`config.mk`:
```
export PLATFORM = sky130hd
export DESIGN_NAME = mode_arbiter
export DESIGN_NICKNAME = d
export VERILOG_FILES = /design/src/rtl/mode_arb_pkg.sv /design/src/rtl/mode_arbiter_rr_pick.sv /design/src/rtl/mode_arbiter.sv
export SDC_FILE = /design/constraint.sdc
export NUM_CORES = 1
export LEC_CHECK = 0
export CORE_UTILIZATION = 25
export CTS_BUF_LIST = sky130_fd_sc_hd__clkbuf_16
export DETAILED_ROUTE_END_ITERATION = 10
export PLACE_DENSITY = 0.47
export SYNTH_ARGS = -nofsm -noshare
export SYNTH_HDL_FRONTEND = slang
export SYNTH_SLANG_ARGS = --single-unit
export TNS_END_PERCENT = 1
```
`constraint.sdc`:
```
create_clock -name clock -period 4.15 [get_ports clock]
set_input_delay 0.83 -clock clock [delete_from_list [all_inputs] [get_ports clock]]
set_output_delay 0.83 -clock clock [all_outputs]
set_load 0.01 [all_outputs]
```
`src/rtl/mode_arb_pkg.sv`:
```
// Shared types and constants for the three-requester mode-code arbiter.
package mode_arb_pkg;

  localparam int NREQ   = 3;
  localparam int CODE_W = 2;

  localparam logic [CODE_W-1:0] CODE_IDLE = 2'd0;

  typedef enum logic [1:0] {
    ST_IDLE    = 2'd0,
    ST_GRANT   = 2'd1,
    ST_RECOVER = 2'd2
  } state_t;

  // One-hot grant vector for a requester index; out-of-range index gives no grant.
  function automatic logic [NREQ-1:0] idx_onehot(input logic [1:0] idx);
    logic [NREQ-1:0] v;
    v = '0;
    case (idx)
      2'd0:    v = 3'b001;
      2'd1:    v = 3'b010;
      2'd2:    v = 3'b100;
      default: v = '0;
    endcase
    return v;
  endfunction

  // Mode code driven for a requester index: index + 1, so 0 stays reserved for idle.
  function automatic logic [CODE_W-1:0] idx_code(input logic [1:0] idx);
    return idx + 2'd1;
  endfunction

endpackage

```
`src/rtl/mode_arbiter_rr_pick.sv`:
```
// Combinational round-robin pick: first set request searching upward
// from the requester after the last winner, wrapping at 3.
module rr_pick
  import mode_arb_pkg::*;
(
  input  logic [NREQ-1:0] req,
  input  logic [1:0]      last,
  output logic [1:0]      win,
  output logic            any
);

  // Priority order rotates so the most recent winner is searched last.
  always_comb begin
    any = |req;
    win = 2'd0;
    case (last)
      2'd0: begin
        if (req[1])      win = 2'd1;
        else if (req[2]) win = 2'd2;
        else if (req[0]) win = 2'd0;
      end
      2'd1: begin
        if (req[2])      win = 2'd2;
        else if (req[0]) win = 2'd0;
        else if (req[1]) win = 2'd1;
      end
      default: begin
        if (req[0])      win = 2'd0;
        else if (req[1]) win = 2'd1;
        else if (req[2]) win = 2'd2;
      end
    endcase
  end

endmodule

```
`src/rtl/mode_arbiter.sv`:
```
// Round-robin owner arbitration for the shared 2-bit mode code.
// Optional hold timer: define MODE_ARB_HOLD_TIMER_EN to force release of a
// grant after HOLD_MAX cycles when another requester is waiting.
//
// state      | meaning
// ST_IDLE    | no owner, arbitrate every cycle
// ST_GRANT   | r_last owns the code
// ST_RECOVER | one-cycle dead time after a release
module mode_arbiter
  import mode_arb_pkg::*;
#(
  parameter int HOLD_MAX = 4
) (
  input  logic              clock,
  input  logic              reset,
  input  logic [NREQ-1:0]   req,
  output logic [NREQ-1:0]   gnt,
  output logic [CODE_W-1:0] code,
  output logic              busy,
  output logic              preempt
);

  state_t              r_state;
  state_t              w_state_nxt;
  logic [1:0]          r_last;
  logic [1:0]          w_last_nxt;
  logic [1:0]          w_win;
  logic                w_any;
  logic                w_owner_req;
  logic                w_force;
  logic [NREQ-1:0]     r_gnt;
  logic [CODE_W-1:0]   r_code;
  logic                r_busy;
  logic                r_preempt;
  logic [NREQ-1:0]     w_gnt_nxt;
  logic [CODE_W-1:0]   w_code_nxt;
  logic                w_busy_nxt;
  logic                w_preempt_nxt;

  rr_pick u_rr_pick (
    .req  (req),
    .last (r_last),
    .win  (w_win),
    .any  (w_any)
  );

  // r_last doubles as the current owner while in ST_GRANT.
  assign w_owner_req = |(req & idx_onehot(r_last));

`ifdef MODE_ARB_HOLD_TIMER_EN
  localparam logic [3:0] HOLD_LAST = 4'(HOLD_MAX - 1);

  logic [3:0] r_hold;
  logic       w_others;

  assign w_others = |(req & ~idx_onehot(r_last));
  assign w_force  = (r_state == ST_GRANT) && w_owner_req && w_others &&
                    (r_hold == HOLD_LAST);

  // Hold counter: cleared at grant start, saturating count of grant cycles.
  always_ff @(posedge clock or negedge reset) begin
    if (!reset) begin
      r_hold <= 4'd0;
    end else if (r_state == ST_IDLE && w_state_nxt == ST_GRANT) begin
      r_hold <= 4'd0;
    end else if (r_state == ST_GRANT && r_hold != 4'hF) begin
      r_hold <= r_hold + 4'd1;
    end
  end
`else
  localparam int hold_max_unused = HOLD_MAX;

  assign w_force = 1'b0;
`endif

  // State register and last-winner memory.
  always_ff @(posedge clock or negedge reset) begin
    if (!reset) begin
      r_state <= ST_IDLE;
      r_last  <= 2'd2;
    end else begin
      r_state <= w_state_nxt;
      r_last  <= w_last_nxt;
    end
  end

  // Next-state logic; other requests are ignored while a grant is held.
  always_comb begin
    w_state_nxt = r_state;
    w_last_nxt  = r_last;
    case (r_state)
      ST_IDLE: begin
        if (w_any) begin
          w_state_nxt = ST_GRANT;
          w_last_nxt  = w_win;
        end
      end
      ST_GRANT: begin
        if (!w_owner_req || w_force) w_state_nxt = ST_RECOVER;
      end
      ST_RECOVER: w_state_nxt = ST_IDLE;
      default:    w_state_nxt = ST_IDLE;
    endcase
  end

  // Output decode from the next state so outputs line up with the state register.
  always_comb begin
    w_gnt_nxt     = '0;
    w_code_nxt    = CODE_IDLE;
    w_busy_nxt    = 1'b0;
    w_preempt_nxt = w_force;
    case (w_state_nxt)
      ST_GRANT: begin
        w_gnt_nxt  = idx_onehot(w_last_nxt);
        w_code_nxt = idx_code(w_last_nxt);
        w_busy_nxt = 1'b1;
      end
      ST_RECOVER: w_busy_nxt = 1'b1;
      default: ;
    endcase
  end

  // Registered outputs.
  always_ff @(posedge clock or negedge reset) begin
    if (!reset) begin
      r_gnt     <= '0;
      r_code    <= CODE_IDLE;
      r_busy    <= 1'b0;
      r_preempt <= 1'b0;
    end else begin
      r_gnt     <= w_gnt_nxt;
      r_code    <= w_code_nxt;
      r_busy    <= w_busy_nxt;
      r_preempt <= w_preempt_nxt;
    end
  end

  assign gnt     = r_gnt;
  assign code    = r_code;
  assign busy    = r_busy;
  assign preempt = r_preempt;

endmodule

```
Word-level counts from Yosys, hierarchy flattened
Cells that the tools add are included.
{ "totals": {"register_bits": 10} }
{ "classes": {"eq_ne": 7, "reduce_logical": 6, "add_sub_neg": 1, "bitwise_logic": 1, "muxes": 17} }
{ "ops": {"columns": ["op", "n"], "rows": [
  ["2-bit two-way mux", 10],
  ["3-bit case mux with 3 select lines", 2],
  ["2-bit by 1-bit equality test with 1-bit output, second input constant", 4],
  ["2-bit case mux with 2 select lines", 2],
  ["2-bit equality test, second input constant", 3],
  ["2-bit zero test", 3],
  ["3-bit OR reduction", 2],
  ["3-bit bitwise AND", 1],
  ["3-bit two-way mux", 1],
  ["2-bit by 1-bit adder with 2-bit output, second input constant", 1],
  ["1-bit two-way mux", 2],
  ["2-bit OR reduction", 1]
]} }

Depth between registers and ports, before layout
{ "depth": {"word_depth": 9, "depth_mapped": 6} }

Cells and area by module
Synthesis repeated with hierarchy kept, for this count alone.
{ "unflattened": {"cells_unflattened": 42, "hier_area_um2": 509.2} }
{ "by_module_without_submodules": {"columns": ["mod", "seq_area_each_um2", "n_inst", "area_each_um2", "cells_each"], "rows": [
  ["mode_arbiter", 251.5, 1, 450.4, 34],
  ["rr_pick", 0.0, 1, 58.8, 8]
]} }

Worst setup path before layout
OpenSTA, ideal clock, no wires.
{ "synth_timing": {"kind": "input to register", "start": "input req[2]", "end": "register r_code[1], in the netlist code[1]", "n_path_buf": 0, "cell_stages": 5, "slack_ns": 2.307, "required_ns": 4.031, "setup_ns": 0.119, "t_arrival_ns": 1.724, "cell_sequence": "nor2b_1 -> o22ai_1 -> a22oi_1 -> ha_1 -> and2_1"} }
{ "synth_between": {"elab_chain_cells": 8, "elab_cells_between_ends": 16} }
{ "synth_lines": {"columns": ["item", "line", "source"], "rows": [
  ["from (decl)", "mode_arbiter.sv:16", "input logic [NREQ-1:0] req,"],
  ["2-bit two-way mux", "mode_arbiter_rr_pick.sv:19", "else if (req[2]) win = 2'd2;"],
  ["2-bit two-way mux", "mode_arbiter_rr_pick.sv:29", "else if (req[1]) win = 2'd1;"],
  ["2-bit two-way mux", "mode_arbiter_rr_pick.sv:28", "if (req[0]) win = 2'd0;"],
  ["2-bit case mux with 2 select lines", "mode_arbiter_rr_pick.sv:16", "case (last)"],
  ["2-bit two-way mux", "mode_arbiter.sv:93", "if (w_any) begin"],
  ["2-bit two-way mux", "mode_arbiter.sv:91", "case (r_state)"],
  ["2-bit by 1-bit adder with 2-bit output", "mode_arb_pkg.sv:30", "return idx + 2'd1;"],
  ["2-bit two-way mux (*)", "mode_arbiter.sv:112", "case (w_state_nxt)"],
  ["net w_code_nxt[1]", "mode_arbiter.sv:36", "logic [CODE_W-1:0] w_code_nxt;"],
  ["to (signal assigned)", "mode_arbiter.sv:132", "r_code <= w_code_nxt;"],
  ["to (decl)", "mode_arbiter.sv:32", "logic [CODE_W-1:0] r_code;"]
]} }
The timed path passes the listed nets; every way through them passes the cells marked *.

Worst setup path in the final report
{ "layout_timing": {"start": "input req[1]", "end": "register r_code[1], in the netlist code[1]"} }
{ "layout_between": {"elab_chain_cells": 8, "elab_cells_between_ends": 17} }
{ "layout_lines": {"columns": ["item", "line", "source"], "rows": [
  ["1-bit two-way mux", "mode_arbiter_rr_pick.sv:25", "else if (req[1]) win = 2'd1;"],
  ["2-bit two-way mux", "mode_arbiter_rr_pick.sv:24", "else if (req[0]) win = 2'd0;"],
  ["2-bit two-way mux", "mode_arbiter_rr_pick.sv:23", "if (req[2]) win = 2'd2;"],
  ["2-bit case mux with 2 select lines", "mode_arbiter_rr_pick.sv:16", null],
  ["2-bit two-way mux", "mode_arbiter.sv:93", null],
  ["2-bit two-way mux", "mode_arbiter.sv:91", null],
  ["2-bit by 1-bit adder with 2-bit output", "mode_arb_pkg.sv:30", null],
  ["2-bit two-way mux (*)", "mode_arbiter.sv:112", null],
  ["net w_code_nxt[1]", "mode_arbiter.sv:36", null]
]} }
Marks and branches as above.

==> run_results.csv <==
group,metric,value,unit
critical_path,cp-end-kind,"flop",
run_status,status,"completed",
floorplanning,rows,15,
routing,drtPass1Iterations,2,
power,power.switching,179.0,µW
floorplanning,io_pins,12,
clocking,postCtsSetupBuffers,0,
logic_synthesis,synth-edff-count,0,
logic_synthesis,synth.avg_cell_area,11.49,µm²
critical_path,path_delay_family,"buffers and inverters",
clocking,postCtsHoldBufs,0,
logic_synthesis,yosysWarnings,0,
clocking,htreeDepth,1,
power,p_leak,0.0003063,µW
power,internal_power,384.9,µW
critical_path,max_stage_delay,0.59,ns
sta,finalHoldViolCount,0,
critical_path,critical_path_class,"input pin to flop",
logic_synthesis,yosysTopAreaCellShare,44.55,%
clocking,cts_root_buffer,"clkbuf_16",
logic_synthesis,syn_area,505.5,µm²
logic_synthesis,yosysUniqueCellTypes,25,
global_route,overflow,0,
sta,setup_viol,0,
global_route,antenna_found_initial,0,
critical_path,cp_slowest_cell,"clkdlybuf4s50_1",
logic_synthesis,syn_inst,44,
clocking,cts_buffers,3,
global_route,grt_max_degree,11,
clocking,clk_pin_slew,0.04,ns
critical_path,worstPathCellList,"clkdlybuf4s50_1 -> nor2_1 -> o31ai_1 -> o21a_1 -> ha_1 -> and2_1",
logic_synthesis,ys.flop_type,"dfrtp_1",
routing,avgRoutedWirePerCell,11.37,µm
cells_and_area,area_growth,40.10,%
floorplanning,core-area,1802,µm²
sta,skew,0.004432,ns
global_route,grt_use_total,11.22,%
power,p_clk_share,30.1,%
routing,route.detailed.drc,0,
logic_synthesis,synth-async-reset-ratio,100.0,%
global_route,first_global_vias,365,
cells_and_area,drive_gt1_share,14.04,%
sta,whs,0.5067,ns
power,p_comb_share,38.8,%
power,swShare,31.75,%
logic_synthesis,synth_area_leaders,"dfrtp_1 (45%), ha_1 (9.9%), and2_1 (6.2%), dfstp_2 (5.2%), a221oi_2 (3.0%)",
clocking,clk_latency,0.24,ns
logic_synthesis,syn_nets,53,
logic_synthesis,ys_seq_area_share,49.75,%
critical_path,setup.worst_path.start_class,"input pin",
global_route,grt_pass1_wl,1593,µm
routing,via_per_inst,4.317,
clocking,clk_path_buf_depth,2,
logic_synthesis,synth_most_common_cell,"dfrtp_1",
placement,gp_congestion,0.7296,
routing,wl,932,µm
power,peakVddDrop,0.4147,mV
min_path,hold_path.class,"flop to flop",
cells_and_area,n_antenna_cell,0,
routing,num_vias,354,
routing,antenna_left,0,
sta,drv_slew,0,
clocking,cts.sinks,10,
sta,finalSetupTns,0,ns
sta,rsz0062_at_grt,"false",
placement,numPortBuffers,10,
critical_path,crit_buf_inv,1,
logic_synthesis,synth_top_area_cell,"dfrtp_1",
clocking,cts_tree,"done",
cells_and_area,layout.nets,67,
routing,drtIter0Drc,3,
critical_path,crit_arrival,2.35,ns
floorplanning,die_y,46.97,µm
power,p_seq_share,31.1,%
run,maxCapViolations,0,
sta,fin_crit,2.225,ns
sta,fmax,449.4,MHz
cells_and_area,fillers,198,
floorplanning,initial_core_util,28.06,%
power,p_per_area,796.4,nW/µm²
sta,finalCritPeriodShare,53.62,%
floorplanning,die-area,2206,µm²
clocking,cts_resized,0,
floorplanning,die_w,46.97,µm
critical_path,worstPathRequired,4.28,ns
critical_path,path_max_fanout,6,
logic_synthesis,ys_ff_latch,10,
logic_synthesis,synth_commonest_cells,"dfrtp_1 (9), and2_1 (5), ha_1 (4), nor2_1 (4), inv_1 (2)",
==> cell type report <==
cell class | instances | area (µm²) | area share, %
clock buffers | 3 | 75.07 | 10.60
clock inverters | 1 | 3.754 | 0.5300
inverters | 2 | 7.507 | 1.060
multi-input cells | 31 | 239.0 | 33.75
flip-flops and latches | 10 | 251.5 | 35.51
well taps | 25 | 31.28 | 4.417
repair buffers | 10 | 100.1 | 14.13
==> power groups by stage <==
stage               clock network, µW  logic, µW  registers [µW]
floorplan                           0        130             183
global route                      178        250             181
detailed placement                  0        222             177
global placement                    0        220             177
CTS                               173        223             175
finish                            170        219             176
==> metal layers <==
layer | share of wire (%) | track usage [%]
met1 | 48 | 13.27
met4 | 0 | 5.143
met5 | 0 | 0
met2 | 44 | 15.56
met3 | 7.4 | 7.692
==> cells in the final DEF, fill, tap and decap left out, types with 2 or more instances in the layout <==
master / count
and2_1: 5
nor2_1: 4
ha_1: 4
inv_1: 2
clkdlybuf4s50_1: 10
dfrtp_1: 9
clkbuf_16: 3
==> path summary, 6_finish.rpt <==
path / from / end / slack [ns] / cells past startpoint
setup / recovery: req[1] / code[1]$_DFF_PN0_ / 1.92 / 6
hold / removal: r_state[1]$_DFF_PN0_ / r_state[1]$_DFF_PN0_ / 0.51 / 1
setup reg to reg: r_last[1]$_DFF_PN1_ / gnt[2]$_DFF_PN0_ / 2.51 / 5
hold reg to reg: r_state[1]$_DFF_PN0_ / r_state[1]$_DFF_PN0_ / 0.51 / 1
max in group asynchronous: reset / r_last[1]$_DFF_PN1_ / 2.90 / 1
min in group asynchronous: reset / gnt[1]$_DFF_PN0_ / 0.91 / 1
==> stage by stage <==
step	power [µW]	cells	setup slack, ns	cell area (µm²)	util (%)
global route	609.1	82	1.766	708.2	39.31
floorplan	312.7	44	2.307	505.5	-
detailed placement	398.9	78	1.646	629.4	34.93
global placement	396.9	78	1.676	629.4	34.93
finish	564.0	82	1.925	708.2	39.31
CTS	571.8	82	1.899	708.2	39.31
==> registers in the layout (all words and copies together) (netlist names) <==
name and flops:
gnt 3, r_last 2, r_state 2, code 2, busy 1
==> logic make-up (layout without fill, tap and decap cells) <==
family / Yosys count / in the layout / synth area share (%)
and+or+nand+nor: 16 / 16 / 18.32
DFF: 10 / 10 / 49.75
other: 1 / 1 / 0.7419
adders and majority gates: 4 / 4 / 9.901
buffers and inverters: 3 / 16 / 2.971
muxes: 1 / 1 / 1.980
AOI/OAI and AO/OA: 9 / 9 / 16.34
Note: power is estimated with default switching activity, not from simulation.
